[config.mk]
export PLATFORM = sky130hd
export DESIGN_NAME = instruction_fetch_flat
export DESIGN_NICKNAME = d
export VERILOG_FILES = /design/src/rtl/fetch_pkg.sv /design/src/rtl/instruction_fetch_if.sv /design/src/rtl/instr_queue.sv /design/src/rtl/instruction_fetch.sv /design/src/flat_wrapper.sv
export SDC_FILE = /design/constraint.sdc
export NUM_CORES = 1
export LEC_CHECK = 0
export ABC_AREA = 1
export BUFFER_PORTS_ARGS = -buffer_cell sky130_fd_sc_hd__buf_2
export CAP_MARGIN = 40
export CORE_MARGIN = 3
export CORE_UTILIZATION = 45
export DETAILED_ROUTE_END_ITERATION = 10
export PLACE_DENSITY = 0.65
export SYNTH_ARGS = -nofsm -noshare
export SYNTH_HDL_FRONTEND = slang
export SYNTH_HIERARCHICAL = 1
export SYNTH_SLANG_ARGS = --single-unit
[constraint.sdc]
create_clock -name clock -period 3 [get_ports clock]
set_clock_uncertainty 0.1 [all_clocks]
set_input_delay 0.3 -clock clock [delete_from_list [all_inputs] [get_ports clock]]
set_output_delay 0.3 -clock clock [all_outputs]
set_load 0.005 [all_outputs]
[src/rtl/fetch_pkg.sv]
`default_nettype none
// ============================================================================
// Module : fetch_pkg
// Purpose: Shared constants for the instruction-fetch slice: default widths
//          and depth, the delivery counter width, and the NOP encoding that
//          is presented to decode whenever the queue is empty.
// Ports  : (package - none)
// Rev    : 1.0  initial release
// ============================================================================
package fetch_pkg;

  localparam int DEF_ADDR_W  = 11;
  localparam int DEF_INSTR_W = 32;
  localparam int DEF_QDEPTH  = 4;
  localparam int CNT_W       = 16;

  localparam logic [31:0] NOP = 32'h0000_0000;

endpackage : fetch_pkg
`default_nettype wire

[src/rtl/instruction_fetch_if.sv]
`default_nettype none
// ============================================================================
// Module : instruction_fetch_if
// Purpose: Bundles the program-counter request channel, the instruction
//          memory port and the decode delivery channel of the fetch unit.
// Ports  : slave  - fetch unit side (consumes pc/mem_rdata/instr_ready)
//          master - environment side (program counter, memory, decode)
// Rev    : 1.0  initial release
// ============================================================================
interface instruction_fetch_if
  import fetch_pkg::*;
#(
  parameter int ADDR_W  = DEF_ADDR_W,
  parameter int INSTR_W = DEF_INSTR_W
);

  logic [ADDR_W-1:0]  pc;
  logic               pc_valid;
  logic               fetch_ready;
  logic               flush;
  logic [ADDR_W-1:0]  mem_addr;
  logic [INSTR_W-1:0] mem_rdata;
  logic [INSTR_W-1:0] instr;
  logic [ADDR_W-1:0]  instr_pc;
  logic               instr_valid;
  logic               instr_ready;
  logic [CNT_W-1:0]   fetch_count;

  modport slave (
    input  pc, pc_valid, flush, mem_rdata, instr_ready,
    output fetch_ready, mem_addr, instr, instr_pc, instr_valid, fetch_count
  );

  modport master (
    output pc, pc_valid, flush, mem_rdata, instr_ready,
    input  fetch_ready, mem_addr, instr, instr_pc, instr_valid, fetch_count
  );

endinterface : instruction_fetch_if
`default_nettype wire

[src/rtl/instr_queue.sv]
`default_nettype none
// ============================================================================
// Module : instr_queue
// Purpose: Synchronous FIFO holding fetched {pc, instruction} entries.
//          Flush empties the queue and overrides any push or pop that cycle.
// Ports  : clock, reset (sync, active-low)
//          i_push/i_data  - write an entry
//          i_pop          - remove the head entry (ignored when empty)
//          i_flush        - discard all entries
//          o_head         - raw head entry (meaningful only when o_count!=0)
//          o_count        - number of stored entries
// Rev    : 1.0  initial release
// ============================================================================
module instr_queue
  import fetch_pkg::*;
#(
  parameter int DATA_W = DEF_ADDR_W + DEF_INSTR_W,
  parameter int DEPTH  = DEF_QDEPTH
) (
  input  wire logic                     clock,
  input  wire logic                     reset,
  input  wire logic                     i_push,
  input  wire logic [DATA_W-1:0]        i_data,
  input  wire logic                     i_pop,
  input  wire logic                     i_flush,
  output logic      [DATA_W-1:0]        o_head,
  output logic      [$clog2(DEPTH):0]   o_count
);

  localparam int PTR_W = $clog2(DEPTH);
  localparam int CW    = PTR_W + 1;
  localparam logic [CW-1:0] FULL_COUNT = CW'(DEPTH);

  logic [DATA_W-1:0] r_mem [DEPTH];
  logic [PTR_W-1:0]  r_wr_ptr;
  logic [PTR_W-1:0]  r_rd_ptr;
  logic [CW-1:0]     r_count;

  logic w_push_en;
  logic w_pop_en;

  // Flush has priority; the full/empty guards keep the pointers coherent
  // even if a caller misbehaves.
  assign w_push_en = i_push & ~i_flush & (r_count != FULL_COUNT);
  assign w_pop_en  = i_pop  & ~i_flush & (r_count != '0);

  always_ff @(posedge clock) begin
    if (!reset) begin
      r_wr_ptr <= '0;
      r_rd_ptr <= '0;
      r_count  <= '0;
    end else if (i_flush) begin
      r_wr_ptr <= '0;
      r_rd_ptr <= '0;
      r_count  <= '0;
    end else begin
      // Pointers are exactly log2(DEPTH) wide, so increment wraps modulo DEPTH.
      if (w_push_en) r_wr_ptr <= r_wr_ptr + PTR_W'(1);
      if (w_pop_en)  r_rd_ptr <= r_rd_ptr + PTR_W'(1);
      unique case ({w_push_en, w_pop_en})
        2'b10:   r_count <= r_count + CW'(1);
        2'b01:   r_count <= r_count - CW'(1);
        default: r_count <= r_count;
      endcase
    end
  end

  // Storage needs no reset: an entry is only visible once counted.
  always_ff @(posedge clock) begin
    if (w_push_en) r_mem[r_wr_ptr] <= i_data;
  end

  assign o_head  = r_mem[r_rd_ptr];
  assign o_count = r_count;

endmodule : instr_queue
`default_nettype wire

[src/rtl/instruction_fetch.sv]
`default_nettype none
// ============================================================================
// Module : instruction_fetch
// Purpose: Accepts fetch requests from the program counter, reads an external
//          single-cycle-latency instruction memory, and queues the returned
//          instructions (with their pc) for decode. Supports branch flush.
// Ports  : clock    - single clock, rising edge
//          reset    - synchronous, active-low
//          io_fetch - instruction_fetch_if.slave: pc/pc_valid/fetch_ready,
//                     flush, mem_addr/mem_rdata, instr/instr_pc/instr_valid/
//                     instr_ready, fetch_count
// Rev    : 1.0  initial release
// ============================================================================
module instruction_fetch
  import fetch_pkg::*;
#(
  parameter int ADDR_W  = DEF_ADDR_W,
  parameter int INSTR_W = DEF_INSTR_W,
  parameter int QDEPTH  = DEF_QDEPTH
) (
  input  wire logic           clock,
  input  wire logic           reset,
  instruction_fetch_if.slave  io_fetch
);

  localparam int QC_W = $clog2(QDEPTH) + 1;
  localparam logic [QC_W:0] DEPTH_LIMIT = (QC_W + 1)'(QDEPTH);

  // One-deep in-flight tag: the request whose data returns this cycle.
  logic               r_tag_valid;
  logic [ADDR_W-1:0]  r_tag_pc;
  logic [CNT_W-1:0]   r_fetch_count;

  logic                      w_accept;
  logic                      w_push;
  logic                      w_pop;
  logic                      w_room;
  logic                      w_q_nonempty;
  logic [QC_W-1:0]           w_q_count;
  logic [QC_W:0]             w_occupancy;
  logic [ADDR_W+INSTR_W-1:0] w_head;

  // Occupancy counts the in-flight slot so a returning fetch always has a
  // free entry; this keeps instr_ready out of the fetch_ready path.
  assign w_occupancy = {1'b0, w_q_count} + {{QC_W{1'b0}}, r_tag_valid};
  assign w_room      = (w_occupancy < DEPTH_LIMIT);

  // A flush discards both the queue and the in-flight slot, so the redirect
  // target can always be accepted.
  assign io_fetch.fetch_ready = reset & (io_fetch.flush | w_room);
  assign w_accept             = io_fetch.pc_valid & io_fetch.fetch_ready;

  assign io_fetch.mem_addr = io_fetch.pc;

  assign w_q_nonempty = (w_q_count != '0);
  assign w_pop        = w_q_nonempty & io_fetch.instr_ready;
  assign w_push       = r_tag_valid & ~io_fetch.flush;

  always_ff @(posedge clock) begin
    if (!reset) begin
      r_tag_valid   <= 1'b0;
      r_tag_pc      <= '0;
      r_fetch_count <= '0;
    end else begin
      r_tag_valid <= w_accept;
      if (w_accept) r_tag_pc <= io_fetch.pc;
      // A pop coinciding with flush still counts as delivered.
      if (w_pop) r_fetch_count <= r_fetch_count + CNT_W'(1);
    end
  end

  instr_queue #(
    .DATA_W (ADDR_W + INSTR_W),
    .DEPTH  (QDEPTH)
  ) u_queue (
    .clock   (clock),
    .reset   (reset),
    .i_push  (w_push),
    .i_data  ({r_tag_pc, io_fetch.mem_rdata}),
    .i_pop   (w_pop),
    .i_flush (io_fetch.flush),
    .o_head  (w_head),
    .o_count (w_q_count)
  );

  assign io_fetch.instr_valid = w_q_nonempty;
  assign io_fetch.instr       = w_q_nonempty ? w_head[INSTR_W-1:0] : INSTR_W'(NOP);
  assign io_fetch.instr_pc    = w_q_nonempty ? w_head[ADDR_W+INSTR_W-1:INSTR_W] : '0;
  assign io_fetch.fetch_count = r_fetch_count;

endmodule : instruction_fetch
`default_nettype wire
[src/flat_wrapper.sv]
// flat-port wrapper written by rule: the top's interface ports become plain ports
module instruction_fetch_flat import fetch_pkg::*;
#(
  parameter int ADDR_W  = DEF_ADDR_W,
  parameter int INSTR_W = DEF_INSTR_W,
  parameter int QDEPTH  = DEF_QDEPTH
)
  (clock, reset, io_fetch_pc, io_fetch_pc_valid, io_fetch_flush, io_fetch_mem_rdata, io_fetch_instr_ready, io_fetch_fetch_ready, io_fetch_mem_addr, io_fetch_instr, io_fetch_instr_pc, io_fetch_instr_valid, io_fetch_fetch_count);
  instruction_fetch_if #(.ADDR_W(ADDR_W), .INSTR_W(INSTR_W)) io_fetch_i ();
  input  wire logic clock;
  input  wire logic reset;
  input wire logic [$bits(io_fetch_i.pc)-1:0] io_fetch_pc;
  input wire logic [$bits(io_fetch_i.pc_valid)-1:0] io_fetch_pc_valid;
  input wire logic [$bits(io_fetch_i.flush)-1:0] io_fetch_flush;
  input wire logic [$bits(io_fetch_i.mem_rdata)-1:0] io_fetch_mem_rdata;
  input wire logic [$bits(io_fetch_i.instr_ready)-1:0] io_fetch_instr_ready;
  output wire logic [$bits(io_fetch_i.fetch_ready)-1:0] io_fetch_fetch_ready;
  output wire logic [$bits(io_fetch_i.mem_addr)-1:0] io_fetch_mem_addr;
  output wire logic [$bits(io_fetch_i.instr)-1:0] io_fetch_instr;
  output wire logic [$bits(io_fetch_i.instr_pc)-1:0] io_fetch_instr_pc;
  output wire logic [$bits(io_fetch_i.instr_valid)-1:0] io_fetch_instr_valid;
  output wire logic [$bits(io_fetch_i.fetch_count)-1:0] io_fetch_fetch_count;
  assign io_fetch_i.pc = io_fetch_pc;
  assign io_fetch_i.pc_valid = io_fetch_pc_valid;
  assign io_fetch_i.flush = io_fetch_flush;
  assign io_fetch_i.mem_rdata = io_fetch_mem_rdata;
  assign io_fetch_i.instr_ready = io_fetch_instr_ready;
  assign io_fetch_fetch_ready = io_fetch_i.fetch_ready;
  assign io_fetch_mem_addr = io_fetch_i.mem_addr;
  assign io_fetch_instr = io_fetch_i.instr;
  assign io_fetch_instr_pc = io_fetch_i.instr_pc;
  assign io_fetch_instr_valid = io_fetch_i.instr_valid;
  assign io_fetch_fetch_count = io_fetch_i.fetch_count;
  instruction_fetch #(.ADDR_W(ADDR_W), .INSTR_W(INSTR_W), .QDEPTH(QDEPTH)) u_core (.clock(clock), .reset(reset), .io_fetch(io_fetch_i));
endmodule
==> impl_metrics.tcl <==
set metrics [dict create \
    status "finished, final reports clean" \
    critical_path_arrival_ns 2.24 \
    cp.required_ns 2.60 \
    ys_seq_area_share_pct 68.6 \
    fmax_mhz 379 \
    coreArea_um2 18400 \
    preCtsSetupSlack_ns 0.738 \
    cp_slowest_stage_delay_ns 0.64 \
    min_period_ns 2.64 \
    cpMaxStageDelayCell "buf_4" \
    port_buffers 119 \
    grt_antenna_before_repair 0 \
    fin_util_pct 57.1 \
    place.gp.congestion 0.766 \
    synth_top_area_cell "edfxtp_1" \
    die_w_um 144 \
    peakVddDrop_mv 0.382 \
    synth_top_family_by_area "simple AND/OR/NAND/NOR gates" \
    synth_common_cells "edfxtp_1, nor2_1, inv_1" \
    rows 49 \
    nets 999 \
    nFillCells 1547 \
    route.detailed.drc 0 \
    synth-compound-area-share_pct 9.48 \
    slew_violations 0 \
    worstMarginPinSlew_ns 0.839 \
    clockRootBuffer "clkbuf_16" \
    p_leak_uw 0.00424 \
    setup_ws_ns 0.364 \
    clock_path_buffers 3 \
    syn-mean-instance-area_um2 10.9 \
    path_class "flip-flop to primary output" \
    synthCells 789 \
    cts.sinks 209 \
    yosysUniqueCellTypes 28 \
    synth_mux_area_share_pct 0 \
    stdcell_area_um2 10500 \
    cp_cell_sequence "buf_4, o21ai_0, o22ai_1, inv_1, nor2_1, buf_2" \
    htree_num_levels 1 \
    clock_latency_ns 0.49 \
    grt_max_degree 87 \
    yosysWarnings 6 \
    finalCritPeriodShare_pct 87.9 \
    gr-usage-all-layers_pct 16.9 \
    path_buf_inv 3 \
    dpl.hpwl_mm 10.9 \
    cts_tree "built" \
    overflow 0 \
    start_util_pct 46.8 \
    setup_viol 0 \
    netlist_area_um2 8610 \
    hp-class "input pin to flip-flop" \
    post_dp_cell_area_um2 9390 \
    crit_family "buffers and inverters" \
    crit_path_end_kind "primary output" \
    synth_fa_ha_area_share_pct 1.10 \
    yosys_register_bits 209 \
    cts.repair.resized 0 \
    powerDensity_nw_per_um2 557 \
    viasPerCell 4.98 \
    synth_xor_area_share_pct 0.102 \
    maxCapViolCount 0 \
    synthSimpleGateAreaFrac_pct 13.4 \
    cts_inserted_buffers 23 \
    synth.most_common_cell "edfxtp_1" \
    drive_gt1_share_pct 18.9 \
    hold_viol 0 \
    syn-num-nets 844 \
    clkTransAtPathRegs_ns 0.05 \
    grt_pass1_vias 5637 \
    die_h_um 144 \
    diodes 0 \
    floorplan.die_area_um2 20800 \
    drt-initial-drc-count 284 \
    ys_async_sr_fraction_pct 0 \
    antenna_left 0 \
    crit_path_start_kind "flip-flop" \
    power.total_uw 5850 \
    firstDrtPassIters 5 \
    relSlewSlack_pct 44.1 \
    yosys_most_used_dff "edfxtp_1" \
    via_count 5924 \
    grt_pass1_wl_mm 28.1 \
    grt_setup_unrepaired "no" \
    drt-total-wl_mm 17.6 \
    ioPinCount 120 \
    path_max_fanout 86 \
    synth.area.top_cells "edfxtp_1, dfxtp_1, nor2_1" \
    synthToLayoutAreaGrowth_pct 22.0 \
    yosys.area.top_type_share_pct 60.0 \
    wl_per_cell_um 14.8 \
    synth_edf_count 172 \
]
tightest hold or removal path: stages:
cell and delay (ns):
buf_2 0.12, nor2_1 0.09, nand2_1 0.07, nor2_1 0.03
routing by layer:
layer,part of all wire (%),routed length (um),global-route usage (%),up-vias
met5,0,0,0,-
met3,5.5,970,3.08,21
met4,1.6,278,4.17,0
met2,48,8420,28.7,163
met1,45,7960,22.7,2749
li1,-,-,-,2991
repair_timing:
action                                 in CTS  in global routing
setup buffers                               0                  0
endpoints found under the hold margin     139                  0
setup endpoints to repair                   0                  0
hold buffers                               43                  0
area by class of cell:
type	count	area (um2)	share of cell area [%]
multi-input combinational	442	2100	20.0
inverter	92	345	3.29
clock buffer	27	601	5.72
timing repair buffer	176	1180	11.3
tap	229	287	2.73
sequential	209	5910	56.3
clock inverter	15	77.6	0.739
cell usage in the layout (no fill, tap or decap):
cell,n
dfxtp_2,1
clkbuf_16,23
dfxtp_1,36
nand2_2,2
o22ai_1,43
edfxtp_1,172
clkinv_1,6
nor2_4,6
o21ai_0,88
nand4_1,7
nand3_1,25
o21ai_1,7
buf_12,4
nor2_2,2
inv_2,2
xnor2_1,1
buf_4,10
o21bai_1,2
nor3_1,1
clkbuf_1,3
buf_2,119
fa_1,1
clkbuf_8,1
inv_6,1
clkinv_2,7
nor2_1,167
dlygate4sd3_1,43
inv_1,89
nand2_4,1
a21oi_1,9
a21boi_2,1
clkinvlp_4,2
nand2_1,72
ha_1,6
and3_1,1
final timing paths:
kind	start	to	slack, ns	cells past startpoint
setup / recovery	flip-flop	io_fetch_instr_pc[10]	0.36	6
hold / removal	io_fetch_flush	u_core/u_queue/o_count[2]$_SDFFE_PP0P_	0.07	4
setup reg to reg	u_core/u_queue/o_count[1]$_SDFFE_PP0P_	u_core/u_queue/o_count[2]$_SDFFE_PP0P_	0.75	15
hold reg to reg	u_core/io_fetch.fetch_count[6]$_SDFFE_PN0P_	u_core/io_fetch.fetch_count[6]$_SDFFE_PN0P_	0.41	1
cell families (layout without fill, tap and decap cells):
logic type,count (synthesis),count (layout)
simple gates,284,284
flops,209,209
compound gates,150,150
buf+inv,138,310
fa+ha+maj,7,7
xor+xnor,1,1
per-stage QoR:
step / hold slack [ns] / instances / TNS [ns]
finish: 0.0661 / 1190 / 0
detailed placement: 0.393 / 1105 / 0
floorplan: 0.299 / 789 / -18.84
global placement: 0.383 / 1105 / 0
global route: 0.106 / 1190 / 0
CTS: 0.0443 / 1190 / 0
registers in the layout (all words and copies together), names as in the netlist, named ones only:
| register | count |
|---|---|
| u_core/u_queue/o_count | 3 |
| u_core/u_queue/r_rd_ptr | 2 |
| u_core/u_queue/r_mem | 172 |
| u_core/r_tag_valid | 1 |
| u_core/r_tag_pc | 11 |
| u_core/io_fetch.fetch_count | 16 |
| u_core/u_queue/r_wr_ptr | 2 |
report_power, final:
group	switching, uW	internal, uW
clock network	1050	1430
registers	18.6	3160
logic	93.7	90.1
Power figures use the tool's default switching activity.
